[src/rtl/sand_spawner.sv]
// Sand grain spawner: moves a cursor along the spawn row and injects a grain into the game-state RAM.
// Optional macro SAND_SPAWNER_JITTER_EN adds an LFSR-driven column offset (-1..+2) to each grain.
module sand_spawner #(
    parameter int ACTIVE_COLUMNS = 640,
    parameter int ACTIVE_ROWS    = 480,
    parameter int ADDR_WIDTH     = $clog2(ACTIVE_COLUMNS * ACTIVE_ROWS),
    parameter int DATA_WIDTH     = 1,
    parameter int SPAWN_ROW      = 0
) (
    input  logic                              clk_i,
    input  logic                              reset_i,
    input  logic                              tick_i,
    input  logic                              btn_left_i,
    input  logic                              btn_right_i,
    input  logic                              spawn_en_i,
    input  logic                              grant_i,
    input  logic [DATA_WIDTH-1:0]             ram_rd_data_i,
    output logic                              req_o,
    output logic [ADDR_WIDTH-1:0]             ram_rd_address_o,
    output logic [ADDR_WIDTH-1:0]             ram_wr_address_o,
    output logic [DATA_WIDTH-1:0]             ram_wr_data_o,
    output logic                              ram_wr_en_o,
    output logic [$clog2(ACTIVE_COLUMNS)-1:0] cursor_x_o,
    output logic                              busy_o,
    output logic [15:0]                       spawn_count_o
);

    localparam int CW = $clog2(ACTIVE_COLUMNS);
    localparam int ROW_SAFE = (SPAWN_ROW < ACTIVE_ROWS) ? SPAWN_ROW : ACTIVE_ROWS - 1;
    localparam logic [CW-1:0]         COL_MAX  = CW'(ACTIVE_COLUMNS - 1);
    localparam logic [CW-1:0]         COL_MID  = CW'(ACTIVE_COLUMNS / 2);
    localparam logic [CW-1:0]         COL_ONE  = CW'(1);
    localparam logic [ADDR_WIDTH-1:0] ROW_BASE = ADDR_WIDTH'(ROW_SAFE * ACTIVE_COLUMNS);
    localparam logic [DATA_WIDTH-1:0] GRAIN    = DATA_WIDTH'(1);

    typedef enum logic [2:0] {
        IDLE  = 3'd0,
        REQ   = 3'd1,
        READ  = 3'd2,
        CHECK = 3'd3,
        WRITE = 3'd4
    } state_t;

    state_t                  state_r;
    state_t                  state_next_s;
    logic [CW-1:0]           cursor_r;
    logic [CW-1:0]           cursor_next_s;
    logic [CW-1:0]           target_col_s;
    logic [ADDR_WIDTH-1:0]   target_addr_r;
    logic [15:0]             spawn_count_r;
    logic                    start_s;
    logic                    write_done_s;

    assign start_s      = (state_r == IDLE) && tick_i && spawn_en_i;
    assign write_done_s = (state_r == WRITE) && grant_i;

    // Cursor movement: one step per tick, opposing buttons cancel, no wrap at the edges.
    always_comb begin
        cursor_next_s = cursor_r;
        if (tick_i && btn_left_i && !btn_right_i && (cursor_r != {CW{1'b0}})) begin
            cursor_next_s = cursor_r - COL_ONE;
        end else if (tick_i && btn_right_i && !btn_left_i && (cursor_r != COL_MAX)) begin
            cursor_next_s = cursor_r + COL_ONE;
        end else begin
            cursor_next_s = cursor_r;
        end
    end

`ifdef SAND_SPAWNER_JITTER_EN
    logic [7:0]    lfsr_r;
    logic [CW+1:0] jit_sum_s;

    // Free-running LFSR for x^8+x^6+x^5+x^4+1.
    always_ff @(posedge clk_i or posedge reset_i) begin
        if (reset_i) begin
            lfsr_r <= 8'hA5;
        end else begin
            lfsr_r <= {lfsr_r[6:0], lfsr_r[7] ^ lfsr_r[5] ^ lfsr_r[4] ^ lfsr_r[3]};
        end
    end

    // Cursor plus offset (lfsr[1:0]-1); the sum's top bit flags an underflow below column 0.
    always_comb begin
        jit_sum_s = {2'b00, cursor_r} + {{CW{1'b0}}, lfsr_r[1:0]} - {{(CW+1){1'b0}}, 1'b1};
        if (jit_sum_s[CW+1]) begin
            target_col_s = {CW{1'b0}};
        end else if (jit_sum_s > {2'b00, COL_MAX}) begin
            target_col_s = COL_MAX;
        end else begin
            target_col_s = jit_sum_s[CW-1:0];
        end
    end
`else
    // Without jitter the grain lands exactly under the cursor.
    always_comb begin
        target_col_s = cursor_r;
    end
`endif

    // Spawn sequencer next state; losing the grant anywhere past REQ abandons the grain.
    always_comb begin
        state_next_s = state_r;
        case (state_r)
            IDLE:    state_next_s = start_s ? REQ : IDLE;
            REQ:     state_next_s = grant_i ? READ : REQ;
            READ:    state_next_s = grant_i ? CHECK : IDLE;
            CHECK: begin
                if (!grant_i) begin
                    state_next_s = IDLE;
                end else if (ram_rd_data_i == {DATA_WIDTH{1'b0}}) begin
                    state_next_s = WRITE;
                end else begin
                    state_next_s = IDLE;
                end
            end
            WRITE:   state_next_s = IDLE;
            default: state_next_s = IDLE;
        endcase
    end

    // State, cursor, latched target address and grain counter.
    always_ff @(posedge clk_i or posedge reset_i) begin
        if (reset_i) begin
            state_r       <= IDLE;
            cursor_r      <= COL_MID;
            target_addr_r <= {ADDR_WIDTH{1'b0}};
            spawn_count_r <= 16'd0;
        end else begin
            state_r  <= state_next_s;
            cursor_r <= cursor_next_s;
            if (start_s) begin
                target_addr_r <= ROW_BASE + ADDR_WIDTH'(target_col_s);
            end
            if (write_done_s && (spawn_count_r != 16'hFFFF)) begin
                spawn_count_r <= spawn_count_r + 16'd1;
            end
        end
    end

    assign req_o            = (state_r != IDLE);
    assign busy_o           = (state_r != IDLE);
    assign ram_rd_address_o = (state_r == READ)  ? target_addr_r : {ADDR_WIDTH{1'b0}};
    assign ram_wr_address_o = (state_r == WRITE) ? target_addr_r : {ADDR_WIDTH{1'b0}};
    assign ram_wr_data_o    = (state_r == WRITE) ? GRAIN : {DATA_WIDTH{1'b0}};
    assign ram_wr_en_o      = write_done_s;
    assign cursor_x_o       = cursor_r;
    assign spawn_count_o    = spawn_count_r;

endmodule

[config.mk]
export PLATFORM = sky130hd
export DESIGN_NAME = sand_spawner
export DESIGN_NICKNAME = d
export VERILOG_FILES = /design/src/rtl/sand_spawner.sv
export SDC_FILE = /design/constraint.sdc
export NUM_CORES = 1
export LEC_CHECK = 0
export CAP_MARGIN = 15
export CORE_MARGIN = 2
export CORE_UTILIZATION = 42
export DETAILED_ROUTE_END_ITERATION = 7
export PLACE_DENSITY = 0.85
export SYNTH_ARGS = -nofsm -noshare
export SYNTH_HDL_FRONTEND = slang
export SYNTH_SLANG_ARGS = --single-unit
[constraint.sdc]
create_clock -name clk_i -period 2.4 [get_ports clk_i]
set_input_delay 0.36 -clock clk_i [delete_from_list [all_inputs] [get_ports clk_i]]
set_output_delay 0.36 -clock clk_i [all_outputs]
set_load 0.05 [all_outputs]
==> results of run 1 <==
[worst max-delay path: cells and delay by family]
kind / cells / cell delay (ps)
adder cells (fa/ha/maj): 1 / 300
AND/OR/NAND/NOR: 1 / 220
AO/OA/AOI/OAI: 4 / 740
multiplexers: 1 / 260
XOR/XNOR: 1 / 90
buffers and inverters: 2 / 610
[cells in the mapped netlist, drive strengths merged, types with 3 or more instances]
| library cell | instances | area (sq um) |
|---|---|---|
| mux2 | 14 | 158 |
| nand2 | 15 | 58.8 |
| and2 | 22 | 140 |
| ha | 9 | 113 |
| a21oi | 6 | 30.0 |
| buf | 20 | 150 |
| nor2 | 8 | 37.5 |
| xor2 | 9 | 78.8 |
| nand4 | 5 | 46.3 |
| and4 | 4 | 36.3 |
| inv | 3 | 13.8 |
| xnor2 | 13 | 114 |
| dfrtp | 37 | 926 |
| nor3 | 3 | 26.3 |
| o21ai | 11 | 55.1 |
| nand2b | 4 | 25.0 |
| nand3 | 9 | 45.0 |
[registers in the layout, summed over array words and instances (netlist names)]
register       cells
cursor_x_o        10
spawn_count_o     16
target_addr_r     10
state_r            3
[path summary, 6_finish.rpt]
kind	cells past startpoint	slack (ps)	endpoint
worst max-delay path	10	30	cursor_x_o[6]
worst min-delay path	3	400	spawn_count_o[5]
worst max register to register	9	50	cursor_x_o[6]
worst min register to register	2	500	cursor_x_o[8]
max in group asynchronous	3	1680	cursor_x_o[8]
min in group clk_i	2	500	cursor_x_o[8]
[per-layer routing]
layer	share of wire [%]	GRT usage (%)	vias to the layer above
met5	0	0	-
met4	2.0	6.21	0
met3	3.7	3.86	10
met2	52	34.1	62
met1	42	24.5	966
li1	-	-	941
[logic make-up after synthesis]
group	Yosys count
AO/OA/AOI/OAI	32
XOR/XNOR	22
adder cells (fa/ha/maj)	10
buffers and inverters	24
flip-flops	39
multiplexers	14
other	1
AND/OR/NAND/NOR	84
[stage by stage]
stage | hold WS, ps | power, mW
6_report | 398 | 3.53
5_1_grt | 427 | 3.75
2_1_floorplan | 431 | 2.31
3_3_place_gp | 484 | 3.01
4_1_cts | 401 | 3.49
3_5_place_dp | 492 | 3.07
[timing repair]
action / in CTS / in global routing
setup endpoints to repair: 2 / 5
pin swaps: 2 / 9
buffers inserted: 2 / 0
resized for setup: 0 / 7
[layout make-up]
cell class / instances / area share (%)
clock buffer: 7 / 2.15
timing repair buffer: 85 / 28.0
tap: 72 / 2.54
sequential: 39 / 27.9
multi-input combinational: 180 / 39.0
inverter: 3 / 0.388
[report_power, final]
part	internal, mW	switching, mW	total [mW]
registers	0.873	0.191	1.06
clock network	0.200	0.209	0.409
logic	0.859	1.19	2.05
==> metrics, run 1 <==
vias in the first global route=around 2000; clock sinks=39; Post-Route Utilization=64.7%; Peak VDD IR=between 0.8 and 0.9 mV; fin nets=332; die height=79.1 um; First DRT Iteration DRCs=79; Final GP Congestion=0.880; Worst EP arrival=2580 ps; Crit Path Category=primary input to register; CP max FO=6; TritonCTS clock tree=built; non-filler cells, final=386; most frequent cells in the layout=clkdlybuf4s50_1 (35), dfrtp_1 (31), buf_4 (28); post-route ant nets=0; Fmax=421 MHz; synth warn=0; # placed instances=roughly 380; Clock Latency Late Sink=280 ps; router iterations before antenna repair=4; final setup vio count=0; vias per cell=5.13; clock skew=4.63 ps; area occupied by multi-input gates=0.00138 sq mm; r2r startpoint=cursor_x_o[4]; largest family of logic cells by synthesized area=simple AND/OR/NAND/NOR gates; slowest cell delay on critical path=450 ps; Pleak=1.56 nW; P&R area growth vs syn=49.4%; final setup margin=27.2 ps; period utilization=98.9%; CP cell instances=clkdlybuf4s50_1, nand3b_1, a31oi_4, buf_6, ha_2, o21ai_0, o21bai_1, a21oi_1, xnor2_1, mux2_2; post-synthesis mux area share=approximately 6.6%; Yosys cell types=51; Worst Hold Class=primary input to async pin; Max-cap violations=0; Post-Synth Simple-Gate Area=22.0%; Synth Area in Adders=5.59%; number of synthesized register bits=39; io pins=76; critical path required time=approximately 2600 ps; PD cells=995 mW/mm^2; Compound-Gate Fraction of Synth Area=9.18%; largest net degree at the start of global routing=24; max-slew violation count=0; Antenna Cells=0; DIE AREA=0.00626 sq mm; Avg Cell Area, Syn=10.5 sq um; post-synthesis cell area=around 0.0024 sq mm; Critical Path Sink Type=register; slowest CP cell=clkdlybuf4s50_1; Startpoint Class=primary input; Core Footprint=0.00547 sq mm; first-pass GRT wire length=9530 um; register area share after synthesis=about 41%; Most used DFF post-synth=dfrtp_1; gr usage total=19.6%; Max H-tree Level=2; crit path time final=around 2400 ps; clock root cell=clkbuf_8; CP Launch Point=btn_right_i; initial antenna violation count=0; Slew Limit Headroom=60.4%; Syn Inst Count=226; commonest non-fill, non-tap cell in the layout=clkdlybuf4s50_1; setup slack at placement=-181 ps; Port-buffer cells=57; HPWL after DPL=4460 um; clock slew at reported path FFs=approximately 70 ps; via count=1979; initial cell density of the core=43.3%; drt wl/cell=14.8 um; die width=79.1 um; Layout fillers=about 440; clock buffer count from CTS=5; FF+latch area=roughly 990 sq um; number of synthesized flops with an enable pin=0; final WL=5710 um; Site Rows=27; RSZ-0062 raised after global routing=yes; Post-synth ARST share=100%; Final Hold Vio Count=0; outcome=complete, no violations; fin area=0.00354 sq mm; Clock Path Buffers=2; setup tns final=0 ps; post-synthesis xor/xnor area fraction=8.13%; worst-margin pin slew=a little under 600 ps; Placement Cell Area=0.00341 sq mm; # hold bufs at CTS=0; share of layout cells above drive strength 1=30.9%; Congestion Overflow GR=0; number of remaining DRC errors=0
No activity file was read; power rests on OpenSTA's default activity.
==> run 2: changes to the inputs <==
--- a/config.mk
+++ b/config.mk
@@ -9,6 +9,7 @@
 export CORE_MARGIN = 2
 export CORE_UTILIZATION = 42
 export DETAILED_ROUTE_END_ITERATION = 7
+export HOLD_SLACK_MARGIN = 0.03
 export PLACE_DENSITY = 0.85
 export SYNTH_ARGS = -nofsm -noshare
 export SYNTH_HDL_FRONTEND = slang
==> results of run 2 <==
No change in the layout: final DEF, timing and power equal those of run 1.
==> edit, RTL diff (settings of run 2) <==
Re-encode `state_t` (5 states) as Gray code, 3 bits wide.
--- a/src/rtl/sand_spawner.sv
+++ b/src/rtl/sand_spawner.sv
@@ -34,11 +34,11 @@
     localparam logic [DATA_WIDTH-1:0] GRAIN    = DATA_WIDTH'(1);
 
     typedef enum logic [2:0] {
-        IDLE  = 3'd0,
-        REQ   = 3'd1,
-        READ  = 3'd2,
-        CHECK = 3'd3,
-        WRITE = 3'd4
+        IDLE  = 3'b000,
+        REQ   = 3'b001,
+        READ  = 3'b011,
+        CHECK = 3'b010,
+        WRITE = 3'b110
     } state_t;
 
     state_t                  state_r;
Function: same outputs for any inputs over 10 cycles, from zero or initial values and one cycle with reset_i high; not proved beyond that.
==> edit against run 2 <==
The flow now finishes with violations (negative setup slack). Power down 6.2%. Cell area down 9.7%. Synthesized area down 1.4%. Worst hold slack better by 92 ps. Register-to-register slack worse by 90 ps. Clock power up 17%. Global-route usage down 2.4 points. Via count down 5.0%. Sequential cell count unchanged. Critical endpoint is now cursor_x_o[8]. Largest power group unchanged. Setup slack worse by 96 ps. Routed wire length down 8.3%.
==> edit: results (changes against run 2) <==
[placed_design]
dp_hpwl_mm=4.01  ; -9.9%
place_congestion=0.908  ; +3.1%
dp_slack_ps=-203  ; -22.0 ps

[worst_setup_path]
reg2reg_slack_ps=-40  ; -90 ps
cp_top_family=compound AO/OA/AOI/OAI gates
cp_max_fo=6  ; unchanged
worstPathArrival_ps=2680  ; +100 ps
slowest_delay_ps=440
reg2reg_from=cursor_x_o[3]
crit_path_end=cursor_x_o[8]
reg2regPathDepth=9  ; unchanged
startpoint=btn_right_i

[outcome]
violations=negative setup slack
outcome=finished with violations

[logic_synthesis]
synth_mux_area_share_pct=6.74  ; +0.092 points
yosysSeqAreaShare_pct=41.8  ; +0.57 points
synthTopCellsByCount=37 x dfrtp_1, 22 x and2_1, 19 x buf_4
synth_warnings=0  ; unchanged
synth_adder_area_share_pct=5.67  ; +0.078 points
netlist_top_cells_area=dfrtp_1 40%, buf_4 6.1%, and2_1 5.9%
async_flop_share_pct=100  ; unchanged
synthXorXnorAreaFrac_pct=8.24  ; +0.11 points
synth-compound-area-share_pct=8.77  ; -0.41 points
synth.distinct_cells=48  ; -5.9%

[global_routing]
grt_pass1_wl_mm=8.36  ; -12%
grt_start_max_net_pins=40  ; +67%
grt_antenna_before_repair=0  ; unchanged
grt_pass1_vias=1846  ; -6.5%
gr-usage-all-layers_pct=17.2  ; -2.4 points

[detailed_routing]
vias=1881  ; -5.0%
drtIter0Drc=73  ; -7.6%
finalWirelength_mm=5.24  ; -8.3%

[pwr]
clkPwrFrac_pct=14.5  ; +2.9 points
p_leak_nw=1.48  ; -5.5%
max-vdd-ir-drop_mv=0.756  ; -8.4%
power_switching_mw=1.47  ; -7.8%
seq_cell_power_mw=1.05

[final_layout]
drive_above_1_share_pct=27.5  ; -3.4 points
num-nets-final=323  ; -2.7%
antenna_cells=0  ; unchanged
largest_register_ff_count=16  ; unchanged

[cts]
htreeDepth=2  ; unchanged
clock-root-buffer=clkbuf_8
clockBufferDepth=2  ; unchanged
worstSkewPairLatency_ps=290
numCtsBuffers=5  ; unchanged

[timing]
tightest_slew_ps=501  ; -91.1 ps
setup_violations=1  ; +1
skew_ps=7.33  ; +2.70 ps
fin_tns_setup_ps=-69.2  ; -69.2 ps
fin_ws_ps=-69.2  ; -96.4 ps

[worst_hold_path]
hp-class=in -> async

edit: cell types whose count changed in the layout (fill, tap and decap cells not counted), moves of 3 or more:
cell      delta
buf_12      -21
nor2_1       +4
buf_4       +15
nand2b_1     -3
edit: how the worst min path moves through the flow:
stage / from / endpoint / slack, ps / cells past startpoint
after floorplan: state_r[2] / state_r[0] / 440 / 1
after global placement: state_r[2] / state_r[0] / 470 / 1
after detailed placement: state_r[2] / state_r[0] / 470 / 1
after CTS: state_r[2] / state_r[0] / 490 / 1
after global routing: state_r[2] / state_r[0] / 510 / 1
final: reset_i / target_addr_r[3] / 490 / 3
edit: layer usage:
layer  global-route usage, %  wire (microns)  up-vias
met1                    21.0            2290      911
met4                    5.79              72        0
met2                    29.8            2630       55
met5                       0               0        -
li1                        -               -      909
met3                    4.02             241        6
edit: area by class of cell:
cell class,instances,area (sq um)
clock buffers,7,96.3
fillers,480,2240
repair buffers,79,684
inverters,4,15.0
multi-input cells,176,1320
well taps,72,90.1
clock inverters,1,7.51
flip-flops and latches,39,987
edit: kinds of logic (layout without fill, tap and decap cells):
group	count (synthesis)	in the layout
xor gates and xnor gates	22	22
AOI/OAI and AO/OA	30	30
adders and majority gates	10	10
other	1	18
muxes	14	14
DFF	39	39
and+or+nand+nor	82	82
buffers and inverters	26	91
edit: per-stage QoR:
stage	instances	util, %	power (mW)	cell area, sq um
global route	378	58.8	3.50	3200
detailed placement	369	56.2	2.82	3060
finish	378	58.8	3.31	3200
global placement	369	56.2	2.76	3060
floorplan	241	-	2.22	2460
CTS	377	58.2	3.31	3160
edit: repair_timing:
| action | CTS | global route |
|---|---|---|
| buffers inserted | 0 | 1 |
| gates resized for setup | 0 | 5 |
| hold endpoints to repair | 0 | 0 |
| pin swaps | 5 | 2 |
| cloned | 0 | 0 |
| endpoints found under the setup margin | 2 | 5 |
